### config.mk
export PLATFORM = sky130hd
export DESIGN_NAME = cpu_acc_param
export DESIGN_NICKNAME = d
export VERILOG_FILES = /design/src/rtl/cpu_pkg.sv /design/src/rtl/cpu_alu.sv /design/src/rtl/cpu_acc_param.sv
export SDC_FILE = /design/constraint.sdc
export NUM_CORES = 1
export LEC_CHECK = 0
export CORE_UTILIZATION = 55
export CTS_CLUSTER_SIZE = 24
export DETAILED_ROUTE_END_ITERATION = 8
export GPL_ROUTABILITY_DRIVEN = 0
export GPL_TIMING_DRIVEN = 0
export PLACE_DENSITY_LB_ADDON = 0.12
export RECOVER_POWER = 100
export SYNTH_ARGS = -nofsm -noshare
export SYNTH_HDL_FRONTEND = slang
export SYNTH_SLANG_ARGS = --single-unit
### constraint.sdc
create_clock -name clk -period 4.44 [get_ports clk]
set_clock_uncertainty 0.2 [all_clocks]
set_input_delay 0.666 -clock clk [delete_from_list [all_inputs] [get_ports clk]]
set_output_delay 0.666 -clock clk [all_outputs]
set_load 0.005 [all_outputs]
### src/rtl/cpu_pkg.sv
// Shared definitions for the parametrised accumulator CPU.
// Opcodes, state encoding and instruction field positions.
package cpu_pkg;

    localparam logic [2:0] OP_ADD = 3'b000;
    localparam logic [2:0] OP_AND = 3'b001;
    localparam logic [2:0] OP_STA = 3'b010;
    localparam logic [2:0] OP_BUN = 3'b011;
    localparam logic [2:0] OP_LDA = 3'b100;
    localparam logic [2:0] OP_SUB = 3'b101;
    localparam logic [2:0] OP_SZA = 3'b110;
    localparam logic [2:0] OP_HLT = 3'b111;

    typedef enum logic [1:0] {
        ST_FETCH    = 2'd0,
        ST_INDIRECT = 2'd1,
        ST_EXEC     = 2'd2,
        ST_HALTED   = 2'd3
    } state_t;

    // Indirect flag is the word MSB; opcode sits just below it.
    function automatic int i_bit(input int dw);
        return dw - 1;
    endfunction

    function automatic int op_msb(input int dw);
        return dw - 2;
    endfunction

    function automatic int op_lsb(input int dw);
        return dw - 4;
    endfunction

endpackage

### src/rtl/cpu_alu.sv
// Combinational ALU for the accumulator CPU.
// Produces the new AC value and carry for ADD/SUB/AND/LDA.
module cpu_alu
    import cpu_pkg::*;
#(
    parameter int DATA_W = 8
) (
    input  logic [2:0]        op,
    input  logic [DATA_W-1:0] acc,
    input  logic [DATA_W-1:0] m,
    output logic [DATA_W-1:0] result,
    output logic              carry
);

    logic [DATA_W:0] sum;
    logic [DATA_W:0] diff;

    assign sum  = {1'b0, acc} + {1'b0, m};
    assign diff = {1'b0, acc} + {1'b0, ~m} + (DATA_W+1)'(1);

    // Select result per opcode; carry only meaningful for ADD/SUB
    always_comb begin
        result = acc;
        carry  = 1'b0;
        case (op)
            OP_ADD: {carry, result} = sum;
            OP_SUB: {carry, result} = diff;
            OP_AND: result = acc & m;
            OP_LDA: result = m;
            default: begin
                result = acc;
                carry  = 1'b0;
            end
        endcase
    end

endmodule

### src/rtl/cpu_acc_param.sv
// Parametrised accumulator CPU core.
// Fetch / optional indirect / execute sequencing on a single-port memory.
module cpu_acc_param
    import cpu_pkg::*;
#(
    parameter int DATA_W   = 8,
    parameter int ADDR_W   = 4,
    parameter int RESET_PC = 0
) (
    input  logic              clk,
    input  logic              reset,
    output logic              read,
    output logic              write,
    input  logic [DATA_W-1:0] memoryOut,
    output logic [DATA_W-1:0] memoryIn,
    output logic [ADDR_W-1:0] address,
    output logic [DATA_W-1:0] ac,
    output logic              e,
    output logic              halted
);

    localparam int IB  = i_bit(DATA_W);
    localparam int OPH = op_msb(DATA_W);
    localparam int OPL = op_lsb(DATA_W);
    localparam logic [ADDR_W-1:0] PC0 = ADDR_W'(RESET_PC);

    if (DATA_W < ADDR_W + 4) begin : g_width_chk
        $error("cpu_acc_param: DATA_W must be >= ADDR_W+4");
    end

    state_t            state;
    logic [DATA_W-1:0] ir;
    logic [ADDR_W-1:0] pc;
    logic [ADDR_W-1:0] ar;
    logic [DATA_W-1:0] ac_q;
    logic              e_q;

    logic [2:0]        op;
    logic              ind;
    logic [ADDR_W-1:0] ea;
    logic [DATA_W-1:0] alu_res;
    logic              alu_c;

    assign op  = ir[OPH:OPL];
    assign ind = ir[IB];
    assign ea  = ind ? ar : ir[ADDR_W-1:0];

    cpu_alu #(
        .DATA_W (DATA_W)
    ) u_alu (
        .op     (op),
        .acc    (ac_q),
        .m      (memoryOut),
        .result (alu_res),
        .carry  (alu_c)
    );

    // Memory strobes and address decoded from state; reset overrides
    always_comb begin
        read    = 1'b0;
        write   = 1'b0;
        address = pc;
        unique case (state)
            ST_FETCH: begin
                read    = 1'b1;
                address = pc;
            end
            ST_INDIRECT: begin
                read    = 1'b1;
                address = ir[ADDR_W-1:0];
            end
            ST_EXEC: begin
                address = ea;
                read    = (op == OP_ADD) || (op == OP_AND) ||
                          (op == OP_LDA) || (op == OP_SUB);
                write   = (op == OP_STA);
            end
            ST_HALTED: begin
                address = pc;
            end
        endcase
        if (reset) begin
            read    = 1'b1;
            write   = 1'b0;
            address = PC0;
        end
    end

    assign memoryIn = reset ? '0 : ac_q;
    assign ac       = ac_q;
    assign e        = e_q;
    assign halted   = (state == ST_HALTED) && !reset;

    // Instruction sequencer and architectural state
    always_ff @(posedge clk or posedge reset) begin
        if (reset) begin
            state <= ST_FETCH;
            pc    <= PC0;
            ir    <= '0;
            ar    <= '0;
            ac_q  <= '0;
            e_q   <= 1'b0;
        end else begin
            unique case (state)
                ST_FETCH: begin
                    ir    <= memoryOut;
                    pc    <= pc + ADDR_W'(1);
                    state <= memoryOut[IB] ? ST_INDIRECT : ST_EXEC;
                end
                ST_INDIRECT: begin
                    ar    <= memoryOut[ADDR_W-1:0];
                    state <= ST_EXEC;
                end
                ST_EXEC: begin
                    state <= ST_FETCH;
                    case (op)
                        OP_ADD, OP_SUB: begin
                            ac_q <= alu_res;
                            e_q  <= alu_c;
                        end
                        OP_AND, OP_LDA: ac_q <= alu_res;
                        OP_BUN: pc <= ea;
                        OP_SZA: begin
                            if (ac_q == '0)
                                pc <= pc + ADDR_W'(1);
                        end
                        OP_HLT: state <= ST_HALTED;
                        default: ;
                    endcase
                end
                ST_HALTED: state <= ST_HALTED;
            endcase
        end
    end

endmodule

=== After elaboration in Yosys (flattened, before gate mapping) ===
Cells that the tools add are included.

* Shifts and indexed selects: 0
* $mul: 0
* $lt $le $gt $ge: 0
* Bitwise logic cells: 2
* Add/sub/neg operators: 4
* Eq/ne operators: 12
* Div/mod/pow operators: 0
* Reductions and logical operators: 17
* Muxes and demuxes: 16

{| class="wikitable"
|+ Operators with widths
! kind !! number
|-
| $pmux W8 S4 || 1
|-
| $add A8 B8 Y9 || 2
|-
| $pmux W4 S2 || 2
|-
| $eq A3 B3 Y1 const B || 4
|-
| $mux W4 || 3
|-
| $pmux W4 S3 || 1
|-
| $add A9 B1 Y9 const B || 1
|-
| $and A8 B8 Y8 || 1
|-
| $logic_not A8 Y1 || 1
|-
| $mux W8 || 1
|-
| $not A8 Y8 || 1
|-
| $pmux W2 S4 || 1
|-
| $eq A3 B2 Y1 const B || 2
|-
| $reduce_and A3 Y1 || 2
|-
| $reduce_or A2 Y1 || 3
|-
| $add A4 B1 Y4 const B || 1
|-
| $eq A2 B2 Y1 const B || 2
|-
| $mux W2 || 2
|-
| $pmux W1 S2 || 2
|-
| $reduce_bool A4 Y1 || 1
|-
| $reduce_or A4 Y1 || 1
|-
| $eq A3 B1 Y1 const B || 1
|-
| $logic_not A3 Y1 || 1
|-
| $logic_or A1 B1 Y1 || 3
|-
| other kinds (9) || 11
|}

* Memory bits (writable): 0
* Output and inout bits: 24
* Register bits: 27
* Memories kept: 0
* Latch bits: 0
* ROM bits: 0
* Word-level logic and storage cells: 57

=== Longest topological paths before layout ===
* Depth after elaboration: 6
* Depth in mapped cells: 9

=== Cells and area by module ===
Synthesis repeated with hierarchy kept, for this count alone.

* Cells, all modules: 254
* Area total of the unflattened synthesis: 2427.3 µm²

{| class="wikitable"
|+ By module, submodules not included
! module !! area an instance (µm²) !! cells each !! instances
|-
| cpu_acc_param || 1442.6 || 126 || 1
|-
| cpu_alu || 984.7 || 128 || 1
|}

=== Worst setup path before layout ===
Ideal clock, no wire load.

* Path kind: input to output
* From: in reset
* To: out address[1]
* Data arrival time: 1.560 ns
* Path buffers: 0
* Stages: 2
* Setup slack: 2.014 ns
* Cells stage by stage: inv_1 o311a_1

* Longest elaborated chain between the ends: 1

{| class="wikitable"
|+ Ends and longest elaborated chain
! what !! RTL line !! source
|-
| from (decl) || cpu_acc_param.sv:11 || <nowiki>input logic reset,</nowiki>
|-
| $mux W4 || cpu_acc_param.sv:82 || <nowiki>if (reset) begin</nowiki>
|-
| to (decl) || cpu_acc_param.sv:16 || <nowiki>output logic [ADDR_W-1:0] address,</nowiki>
|}

No other way between the ends.

=== Final worst setup path ===
Ends and elaborated chain as after synthesis.

==> run metrics <==
CTS tree built; Synth Area in Simple Gates 18.3%; fin cells 364; reg-to-reg startpoint ac[0]; worst-path cell with the longest stage delay inv_1; Worst Setup End Kind primary output; Via density 5.96; Post-CTS Setup Repair Bufs 0; Die X 67.4 um; Sw Share 29.1%; end of the critical path address[1]; crit path DAT 3.03 ns; Root Buffer clkbuf_8; Synth Area in Compound Gates 23.2%; CP cell instances dlygate4sd3_1 > inv_1 > o311a_1 > dlygate4sd3_1; worst skew pair latency between 0.2 and 0.3 ns; pin count of the biggest net entering global routing 30; area leader, netlist dfrtp_1; CTS Hold Bufs 0; Max Clk Rate 0.256 GHz; clock power share 31.6%; die area 4550 um^2; layout cells sized above 1 between 8 and 9%; Initial DRC Count 188; crit share post-route 87.8%; number of routed nets with antenna violations 0; Ys Warns 0; R2R cell count 9; post-synth net total 311; first-pass GRT wire length 9.78 mm; H-tree levels 1; area delta synth->final 18.6%; Antenna diodes 0; maximum VDD drop 112 uV; post-route cell area between 2000 and 3000 um^2; Crit path required time 3.57 ns; pin slew with the least headroom to its limit 1.11 ns; Worst Hold Class reg2reg; Main synth FF type dfrtp_1; Pleak around 0.0012 uW; final hold vios 0; routed len/inst 16.7 um; P_int 352 uW; num ports 34; number of global-route vias before repair 2,007; Final Slew Violations 0; RR Endpoint e; Die Y 67.4 um; mux share of post-synthesis cell area 9.30%; initial core utilization 58.0%; core area slightly above 4000 um^2; Pwr per Cell Area 178 nW/um^2; final setup fails 0; Post-Synthesis Cell Area 2350 um^2; Seq cells post-synth 27; Post-route DRC 0; initial antenna violation count 0; Rel. slew slack 25.7%; unrepaired setup endpoints after global routing false; total grt overflow 0; Post-Syn Instances 277; asr flop ratio synth 100%; synth top area cells dfrtp_1 29%, ha_1 12%, mux2_2 6.2%, o21ai_0 4.9%, a21oi_1 4.5%; Synth Area in XOR/XNOR 1.86%; placed cell area roughly 2700 um^2; MaxCap Viol Count 0; Layout Nets 349; Tot Pwr 496 uW; critical path type in2out; via count roughly 2,200; First-pass DRT Iterations 4; register area share after synthesis 28.7%; Seq pwr share 49.8%; filler cell count 359; GRT Overall Usage between 20 and 30%; clock sink total 27; Detailed Place HPWL 4.61 mm; most frequent cells in the layout 27 x nor2_1, 27 x dfrtp_1, 27 x dlygate4sd3_1; CP Max Fanout 29; Synth Area in Adders between 10% and 20%; Reg2Reg Setup Slack 1.96 ns; # rows 23; post-cts sizing count 0; EDFF count, synth 0; outcome complete, no violations; top-area cell type share of the netlist area 28.7%; CP peak stage delay 0.84 ns; Inst Count DP between 300 and 400; Seq. cell area 676 um^2; CTS Buffer Depth 2; Post-Syn Area per Cell around 8.5 um^2; largest family of logic cells by synthesized area compound AO/OA/AOI/OAI gates; Tmin final 3.90 ns; area taken by multi-input logic gates between 1500 and 2000 um^2; CP dominant cell by count dlygate4sd3_1; Buffers on Ports 33; final wirelength roughly 6.1 mm; Sw Pwr 145 uW; startpoint class of the critical path input port; Critical Path Start reset; total CTS buffers 3; Yosys cell types 54; Setup TNS Final 0 ns; Clock transition at path regs roughly 0.11 ns; Comb power frac 18.6%
-- power by group through the flow --
stage | combinational (uW) | clock [uW] | sequential, uW
2_1_floorplan | 57.8 | 0 | 252
3_3_place_gp | 92.6 | 0 | 252
3_5_place_dp | 93.6 | 0 | 252
4_1_cts | 94.5 | 156 | 247
5_1_grt | 102 | 163 | 247
6_report | 92.5 | 157 | 247
-- cells in the mapped netlist, types with 2 or more instances --
| cell type | count |
|---|---|
| dfrtp_1 | 27 |
| nor2_1 | 27 |
| o21ai_0 | 23 |
| ha_1 | 22 |
| a21oi_1 | 21 |
| inv_1 | 21 |
| nand2_1 | 18 |
| mux2_2 | 13 |
| nor2b_1 | 13 |
| nor3_1 | 10 |
| nand2b_1 | 6 |
| clkbuf_1 | 5 |
| mux2i_1 | 5 |
| a211oi_1 | 4 |
| a31oi_1 | 4 |
| buf_2 | 4 |
| nor4_1 | 4 |
| a221oi_1 | 3 |
| o31ai_1 | 3 |
| xor2_1 | 3 |
| a22oi_1 | 2 |
| and3_1 | 2 |
| buf_1 | 2 |
| fa_1 | 2 |
| o21a_1 | 2 |
| o21bai_1 | 2 |
| xnor2_1 | 2 |
-- worst min-delay path by stage --
| stage | startpoint | depth (start not counted) | end |
|---|---|---|---|
| 5_1_grt | ar[0] | 1 | ar[0] |
| 4_1_cts | ar[0] | 1 | ar[0] |
| 2_1_floorplan | ar[2] | 1 | ar[2] |
| 3_5_place_dp | ar[0] | 1 | ar[0] |
| 3_3_place_gp | ar[3] | 1 | ar[3] |
| 6_report | ar[0] | 1 | ar[0] |
-- registers in the layout, summed over array words and instances (netlist names) --
name / count
ac: 8
ar: 4
e: 1
ir: 8
pc: 4
state: 2
-- stage by stage --
stage          util, %  hold slack, ns  setup slack [ns]
2_1_floorplan        -           0.275              2.01
6_report          68.8           0.323             0.541
5_1_grt           68.8           0.352             0.324
3_3_place_gp      67.7           0.287             0.629
3_5_place_dp      67.7           0.302             0.640
4_1_cts           68.9           0.327             0.638
-- layout make-up --
| type | count | area share [%] |
|---|---|---|
| well taps | 50 | 2.24 |
| multi-input cells | 218 | 55.5 |
| flip-flops and latches | 27 | 24.2 |
| inverters | 21 | 2.82 |
| clock inverters | 1 | 0.269 |
| plain buffers | 11 | 1.66 |
| clock buffers | 3 | 1.48 |
| repair buffers | 33 | 11.8 |
-- critical path, delay by kind of cell --
| kind | cells | cell delay, ns |
|---|---|---|
| buffers and inverters | 3 | 2.03 |
| AO/OA/AOI/OAI | 1 | 0.32 |
-- routing by layer --
| layer | up-vias | part of all wire (%) | GRT usage, % |
|---|---|---|---|
| met1 | 1022 | 48 | 41.6 |
| met4 | 0 | 1.4 | 8.78 |
| met5 | - | 0 | 0 |
| li1 | 1065 | - | - |
| met3 | 12 | 4.9 | 2.20 |
| met2 | 70 | 46 | 47.0 |
-- logic make-up after synthesis --
group / after synthesis
adder cells (fa/ha/maj): 24
XOR/XNOR: 5
AO/OA/AOI/OAI: 82
flip-flops: 27
AND/OR/NAND/NOR: 88
buffers and inverters: 32
multiplexers: 19
Note: power is estimated with default switching activity, not from simulation.
